[src/rtl/rob_pkg.sv]
// Shared definitions for the reorder buffer: default sizes, tag/pointer width
// helpers, the "no producer" tag constructor and the entry record.
package rob_pkg;

  localparam int unsigned ROB_DEPTH  = 16;
  localparam int unsigned ROB_DATA_W = 32;
  localparam int unsigned ROB_REG_W  = 5;

  function automatic int unsigned ptr_w(input int unsigned depth);
    return $clog2(depth);
  endfunction

  // One extra bit so the counter can hold DEPTH and tags can encode TAG_FREE.
  function automatic int unsigned cnt_w(input int unsigned depth);
    return $clog2(depth) + 1;
  endfunction

  function automatic int unsigned tag_free(input int unsigned depth);
    return depth;
  endfunction

  typedef struct packed {
    logic                  valid;
    logic                  ready;
    logic [ROB_REG_W-1:0]  rd;
    logic [ROB_DATA_W-1:0] data;
  } rob_entry_t;

endpackage

[src/rtl/rob_tag_lookup.sv]
// Combinational operand lookup into the ROB entry array.
// Optional same-cycle CDB forwarding is enabled by defining ROB_CDB_BYPASS_EN.
module rob_tag_lookup
  import rob_pkg::*;
#(
  parameter int unsigned DEPTH  = ROB_DEPTH,
  parameter int unsigned DATA_W = ROB_DATA_W,
  parameter int unsigned TAG_W  = cnt_w(DEPTH)
) (
  input  logic [TAG_W-1:0]              tag_i,
  input  logic [DEPTH-1:0]              valid_i,
  input  logic [DEPTH-1:0]              ready_i,
  input  logic [DEPTH-1:0][DATA_W-1:0]  data_i,
  input  logic                          cdb_valid_i,
  input  logic [TAG_W-1:0]              cdb_tag_i,
  input  logic [DATA_W-1:0]             cdb_data_i,
  output logic                          ready_o,
  output logic [DATA_W-1:0]             data_o
);

  localparam int unsigned PTR_W = ptr_w(DEPTH);

  logic             is_free;
  logic [PTR_W-1:0] idx;
  logic             bypass_hit;

  // Any tag with the MSB set names no producer; the value is architectural.
  assign is_free = tag_i[TAG_W-1];
  assign idx     = tag_i[PTR_W-1:0];

`ifdef ROB_CDB_BYPASS_EN
  assign bypass_hit = cdb_valid_i && (cdb_tag_i == tag_i) && !is_free && valid_i[idx];
`else
  logic unused_cdb;
  assign unused_cdb = ^{cdb_valid_i, cdb_tag_i, cdb_data_i};
  assign bypass_hit = 1'b0;
`endif

  // NOTE: every output gets a default first so no path leaves it unassigned (no latch).
  always_comb begin
    ready_o = 1'b0;
    data_o  = '0;
    if (is_free) begin
      ready_o = 1'b1;
    end else if (valid_i[idx]) begin
      ready_o = ready_i[idx];
      data_o  = data_i[idx];
    end
    if (bypass_hit) begin
      ready_o = 1'b1;
      data_o  = cdb_data_i;
    end
  end

endmodule

[src/rtl/rob_param.sv]
// Circular reorder buffer: in-order allocate, CDB writeback, in-order commit,
// two operand lookups and a flush. Define ROB_CDB_BYPASS_EN for CDB forwarding.
module rob_param
  import rob_pkg::*;
#(
  parameter int unsigned DEPTH  = ROB_DEPTH,
  parameter int unsigned DATA_W = ROB_DATA_W,
  parameter int unsigned REG_W  = ROB_REG_W,
  parameter int unsigned TAG_W  = cnt_w(DEPTH)
) (
  input  logic                     clk,
  input  logic                     rst,
  input  logic                     flush,
  input  logic                     alloc_valid,
  input  logic [REG_W-1:0]         alloc_rd,
  output logic                     alloc_ready,
  output logic [TAG_W-1:0]         alloc_tag,
  input  logic [TAG_W-1:0]         lk_tag1,
  input  logic [TAG_W-1:0]         lk_tag2,
  output logic                     lk_ready1,
  output logic                     lk_ready2,
  output logic [DATA_W-1:0]        lk_data1,
  output logic [DATA_W-1:0]        lk_data2,
  input  logic                     cdb_valid,
  input  logic [TAG_W-1:0]         cdb_tag,
  input  logic [DATA_W-1:0]        cdb_data,
  output logic                     commit_valid,
  output logic [REG_W-1:0]         commit_rd,
  output logic [DATA_W-1:0]        commit_data,
  output logic [TAG_W-1:0]         commit_tag,
  output logic [cnt_w(DEPTH)-1:0]  count
);

  localparam int unsigned PTR_W = ptr_w(DEPTH);
  localparam int unsigned CNT_W = cnt_w(DEPTH);

  logic [PTR_W-1:0]             head_q, head_d, tail_q, tail_d;
  logic [CNT_W-1:0]             count_q, count_d;
  logic [DEPTH-1:0]             valid_q, valid_d, ready_q, ready_d;
  logic [DEPTH-1:0][REG_W-1:0]  rd_q, rd_d;
  logic [DEPTH-1:0][DATA_W-1:0] data_q, data_d;
  logic                         commit_valid_q, commit_valid_d;
  logic [REG_W-1:0]             commit_rd_q, commit_rd_d;
  logic [DATA_W-1:0]            commit_data_q, commit_data_d;
  logic [TAG_W-1:0]             commit_tag_q, commit_tag_d;

  logic             alloc_fire, commit_fire, cdb_hit;
  logic [PTR_W-1:0] cdb_idx;

  // Full blocks allocation even when the head retires this cycle.
  assign alloc_ready = !rst && (count_q != CNT_W'(DEPTH));
  assign alloc_tag   = TAG_W'(tail_q);
  assign alloc_fire  = alloc_valid && alloc_ready;
  assign commit_fire = valid_q[head_q] && ready_q[head_q];
  assign cdb_idx     = cdb_tag[PTR_W-1:0];
  assign cdb_hit     = cdb_valid && !cdb_tag[TAG_W-1] && valid_q[cdb_idx];

  always_comb begin
    head_d         = head_q;
    tail_d         = tail_q;
    count_d        = count_q;
    valid_d        = valid_q;
    ready_d        = ready_q;
    rd_d           = rd_q;
    data_d         = data_q;
    commit_valid_d = commit_fire;
    commit_rd_d    = rd_q[head_q];
    commit_data_d  = data_q[head_q];
    commit_tag_d   = TAG_W'(head_q);

    if (flush) begin
      head_d         = '0;
      tail_d         = '0;
      count_d        = '0;
      valid_d        = '0;
      ready_d        = '0;
      commit_valid_d = 1'b0;
    end else begin
      if (cdb_hit) begin
        ready_d[cdb_idx] = 1'b1;
        data_d[cdb_idx]  = cdb_data;
      end
      if (commit_fire) begin
        valid_d[head_q] = 1'b0;
        ready_d[head_q] = 1'b0;
        head_d          = head_q + PTR_W'(1);
      end
      if (alloc_fire) begin
        valid_d[tail_q] = 1'b1;
        ready_d[tail_q] = 1'b0;
        rd_d[tail_q]    = alloc_rd;
        data_d[tail_q]  = '0;
        tail_d          = tail_q + PTR_W'(1);
      end
      case ({alloc_fire, commit_fire})
        2'b10:   count_d = count_q + CNT_W'(1);
        2'b01:   count_d = count_q - CNT_W'(1);
        default: count_d = count_q;
      endcase
    end
  end

  // NOTE: sequential state uses non-blocking assignments so all registers update together.
  always_ff @(posedge clk) begin
    if (rst) begin
      head_q         <= '0;
      tail_q         <= '0;
      count_q        <= '0;
      valid_q        <= '0;
      ready_q        <= '0;
      commit_valid_q <= 1'b0;
    end else begin
      head_q         <= head_d;
      tail_q         <= tail_d;
      count_q        <= count_d;
      valid_q        <= valid_d;
      ready_q        <= ready_d;
      commit_valid_q <= commit_valid_d;
    end
  end

  // NOTE: payload storage is not reset; valid bits and commit_valid qualify every use of it.
  always_ff @(posedge clk) begin
    rd_q          <= rd_d;
    data_q        <= data_d;
    commit_rd_q   <= commit_rd_d;
    commit_data_q <= commit_data_d;
    commit_tag_q  <= commit_tag_d;
  end

  assign commit_valid = commit_valid_q;
  assign commit_rd    = commit_rd_q;
  assign commit_data  = commit_data_q;
  assign commit_tag   = commit_tag_q;
  assign count        = count_q;

  rob_tag_lookup #(.DEPTH(DEPTH), .DATA_W(DATA_W), .TAG_W(TAG_W)) u_lookup1 (
    .tag_i       (lk_tag1),
    .valid_i     (valid_q),
    .ready_i     (ready_q),
    .data_i      (data_q),
    .cdb_valid_i (cdb_valid),
    .cdb_tag_i   (cdb_tag),
    .cdb_data_i  (cdb_data),
    .ready_o     (lk_ready1),
    .data_o      (lk_data1)
  );

  rob_tag_lookup #(.DEPTH(DEPTH), .DATA_W(DATA_W), .TAG_W(TAG_W)) u_lookup2 (
    .tag_i       (lk_tag2),
    .valid_i     (valid_q),
    .ready_i     (ready_q),
    .data_i      (data_q),
    .cdb_valid_i (cdb_valid),
    .cdb_tag_i   (cdb_tag),
    .cdb_data_i  (cdb_data),
    .ready_o     (lk_ready2),
    .data_o      (lk_data2)
  );

endmodule

[config.mk]
export PLATFORM = sky130hd
export DESIGN_NAME = rob_param
export DESIGN_NICKNAME = d
export VERILOG_FILES = /design/src/rtl/rob_pkg.sv /design/src/rtl/rob_tag_lookup.sv /design/src/rtl/rob_param.sv
export SDC_FILE = /design/constraint.sdc
export NUM_CORES = 2
export LEC_CHECK = 0
export CAP_MARGIN = 20
export CELL_PAD_IN_SITES_DETAIL_PLACEMENT = 1
export CELL_PAD_IN_SITES_GLOBAL_PLACEMENT = 1
export CORE_ASPECT_RATIO = 0.7
export CORE_MARGIN = 2
export CORE_UTILIZATION = 30
export CTS_CLUSTER_DIAMETER = 40
export DETAILED_ROUTE_END_ITERATION = 16
export PLACE_DENSITY = 0.58
export RECOVER_POWER = 100
export REMOVE_ABC_BUFFERS = 1
export SLEW_MARGIN = 40
export SYNTH_ARGS = -nofsm -noshare
export SYNTH_HDL_FRONTEND = slang
export SYNTH_SLANG_ARGS = --single-unit
[constraint.sdc]
create_clock -name clk -period 27.2 [get_ports clk]
set_input_delay 6.8 -clock clk [delete_from_list [all_inputs] [get_ports clk]]
set_output_delay 6.8 -clock clk [all_outputs]
set_load 0.02 [all_outputs]
==> flow_metrics.py <==
metrics = {
    "routing": {
        "viasPerCell": 5.90,
        "dr_total_vias": 30400,
        "drcViolationCount": 0,
        "drtPass1Iterations": 6,
        "drt-initial-drc-count": 3600,
        "wl_per_cell_um": 32.5,
        "ant_nets": 0,
        "drt_wl_total_um": 168000,
    },
    "logic_synthesis": {
        "async_reset_ff_frac": 0,
        "syn_area_um2": 41800,
        "netlist_top_cells_count": "edfxtp_1, nand2_1, mux4_2",
        "ys_ff_latch": 679,
        "ys_warn_count": 0,
        "yosys.area.top_type": "edfxtp_1",
        "synth_edf_count": 592,
        "synth_cell_types": 59,
        "synthFlopType": "edfxtp_1",
        "postSynthAreaPerCell_um2": 13.3,
        "yosysSeqAreaShare": 0.467,
        "yosysMostFrequentCell": "edfxtp_1",
        "synthDominantCellAreaShare": 0.426,
        "synthCells": 3148,
        "synth_area_leaders": "edfxtp_1, mux4_2, mux2i_1",
    },
    "power_and_ir_drop": {
        "vdd_ir_drop_max_v": 0.0000518,
        "cellLeakagePower_uw": 0.0158,
        "power_density_nw_per_um2": 61.1,
        "pwr-share-seq": 0.418,
        "power_uw": 2980,
        "pwr-share-clk": 0.487,
        "switching_power_uw": 795,
        "pwr-share-comb": 0.095,
        "swShare": 0.267,
        "intPower_uw": 2180,
    },
    "cts": {
        "cts_buffer_depth": 3,
        "cts_tree": "built",
        "cts_made_buffers": 110,
        "cts_resized": 0,
        "htree_levels": 3,
        "clock_latency_ns": 0.74,
        "post_cts_buffers": 0,
        "cts_hold_buf": 0,
        "cts_root_buffer": "clkbuf_16",
        "clock-sinks": 679,
        "clk_pin_slew_worst_paths_ns": 0.06,
    },
    "outcome": {
        "violations": "capacitance limit, slew limit",
        "outcome": "complete, but fails checks",
    },
    "critical_path": {
        "crit_required_ns": 20.40,
        "slowest_delay_ns": 2.56,
        "crit_path_end_kind": "primary output",
        "worstPathArrival_ns": 14.95,
        "critical-path-slowest-cell": "clkbuf_1",
        "crit_top_cell": "clkbuf_1",
        "crit_chain": "clkbuf_1 -> clkbuf_1 -> clkbuf_1 -> buf_12 -> mux4_2 -> mux4_2 -> nor2b_1 -> dlygate4sd3_1",
        "rr_worst_depth": 6,
        "crit_start": "lk_tag2[2]",
        "cp_max_fo": 45,
        "regToRegStartpoint": "head_q[1]",
        "timing.critical_path.buf_inv": 5,
        "critPathKind": "input pin to primary output",
        "crit_path_start_kind": "input pin",
        "critical_path.top_delay_family": "buffers and inverters",
        "cp.depth": 8,
    },
    "sta": {
        "worst_slew_pin_slew_ns": 6.15,
        "finalSetupTns_ns": 0,
        "slew_headroom": -3.13,
        "period_needed_ns": 21.75,
        "rsz0062_at_grt": "no",
        "fin_crit_sh": 0.800,
        "finalHoldViolations": 0,
        "drv_slew": 1633,
        "finalSetupViolCount": 0,
        "layout_setup_ws_ns": 5.45,
        "clock_skew_ns": 0.0547,
        "max_freq_ghz": 0.0460,
    },
    "finish": {
        "instances_no_fill": 5150,
        "final_nets": 3262,
        "n_fill_cell": 14500,
        "multi_input_area_um2": 20800,
        "area_growth_pct": 16.6,
        "regArea_um2": 19500,
        "drive_above_1_share": 0.244,
        "final_util": 0.353,
    },
    "grt": {
        "grt_pass1_vias": 30300,
        "grt_pass1_wl_um": 239000,
        "gr-usage-met1": 0.335,
        "use_met2": 0.358,
        "grt_use_met3": 0.0476,
        "grt-busiest-layer": "met2",
        "grt_max_degree": 125,
        "antenna_found_initial": 11,
        "track_usage": 0.233,
        "overflow": 0,
    },
    "floorplan": {
        "initial_utilization": 0.303,
        "rows": 114,
        "die_h_um": 316,
        "core_um2": 138000,
        "fp.dieW_um": 450,
        "io_pins": 177,
        "die_area_um2": 142000,
    },
    "place": {
        "portBuffers": 174,
        "dp_cells": 4937,
        "dp_slack_ns": 9.88,
        "gp_congestion": 0.815,
        "place_hpwl_um": 96000,
    },
    "min_path": {
        "hold_path_class": "flip-flop to flip-flop",
        "hp-start": "valid_q[13]",
        "hold_depth": 2,
    },
    "run": {
        "drv_cap": 40,
    },
}
final cells by class:
cell class,instances,share of cell area
Clock buffer,128,0.0594
Clock inverter,82,0.0178
Multi-Input combinational cell,2142,0.427
Sequential cell,679,0.401
Antenna cell,2,0.000103
Tap cell,1856,0.0477
Inverter,9,0.000719
Timing Repair Buffer,252,0.0470
worst reg2reg max path, cell delays in order, from the launching register on:
cell      delay (ns)
dfxtp_1         0.34
clkbuf_1        3.51
clkbuf_1        2.83
ha_1            0.65
nand2_1         0.09
a21oi_1         0.47
nor3_1          0.09
power groups by stage:
stage	logic [µW]	registers, µW	clock network (µW)
3_5_place_dp	283	1260	0
3_3_place_gp	278	1260	0
2_1_floorplan	165	1260	0
5_1_grt	302	1250	1510
4_1_cts	284	1240	1470
6_report	284	1240	1450
flip-flops by register name (all words and copies together) (netlist names):
register	count
commit_data	32
commit_rd	5
commit_tag	4
commit_valid	1
count	5
data_q	512
head_q	4
rd_q	80
ready_q	16
tail_q	4
valid_q	16
worst paths after layout:
check | end | slack, ns
worst max register to register | ready_q[15] | 18.98
worst min-delay path | valid_q[13] | 0.55
worst min register to register | valid_q[13] | 0.55
worst max-delay path | lk_data2[28] | 5.45
layer usage:
layer | part of all wire | vias up
met5 | 0.00028 | -
met4 | 0.028 | 2
met3 | 0.085 | 280
met2 | 0.45 | 1568
met1 | 0.43 | 16300
li1 | - | 12300
cells by family (layout without fill, tap and decap cells):
group | after synthesis | after routing | share of synthesized area
other | 1 | 4 | 0.0000898
muxes | 794 | 794 | 0.348
xor gates and xnor gates | 7 | 7 | 0.00147
DFF | 679 | 679 | 0.467
AOI/OAI and AO/OA | 330 | 330 | 0.0426
adders and majority gates | 11 | 11 | 0.00330
buffers and inverters | 328 | 471 | 0.0368
and+or+nand+nor | 998 | 998 | 0.100
per-stage QoR:
stage                     hold WS [ns]  instance area [µm²]
after global routing             0.579                48700
after floorplan                  0.461                40300
after CTS                        0.542                49000
final                            0.554                48700
after global placement           0.536                45000
after detailed placement         0.537                45200
cells in the final DEF, fill, tap and decap left out, types with 8 or more instances in the layout:
cell type	synthesis	layout
a21oi_1	273	273
a31o_1	8	8
and2_0	0	10
and3_2	0	13
buf_4	17	32
clkbuf_1	170	52
clkbuf_16	0	112
clkdlybuf4s50_1	0	48
clkinv_2	0	11
clkinv_4	0	12
clkinvlp_4	0	14
dfxtp_1	87	86
dlygate4sd3_1	0	117
edfxtp_1	592	592
ha_1	11	11
inv_6	0	23
mux2i_1	266	266
mux4_2	528	528
nand2_1	548	548
nand2b_1	10	10
nand3_1	18	15
nor2_1	280	278
nor2_4	0	9
nor2b_1	70	70
nor3_1	9	10
o21ai_0	13	15
Power figures use the tool's default switching activity.
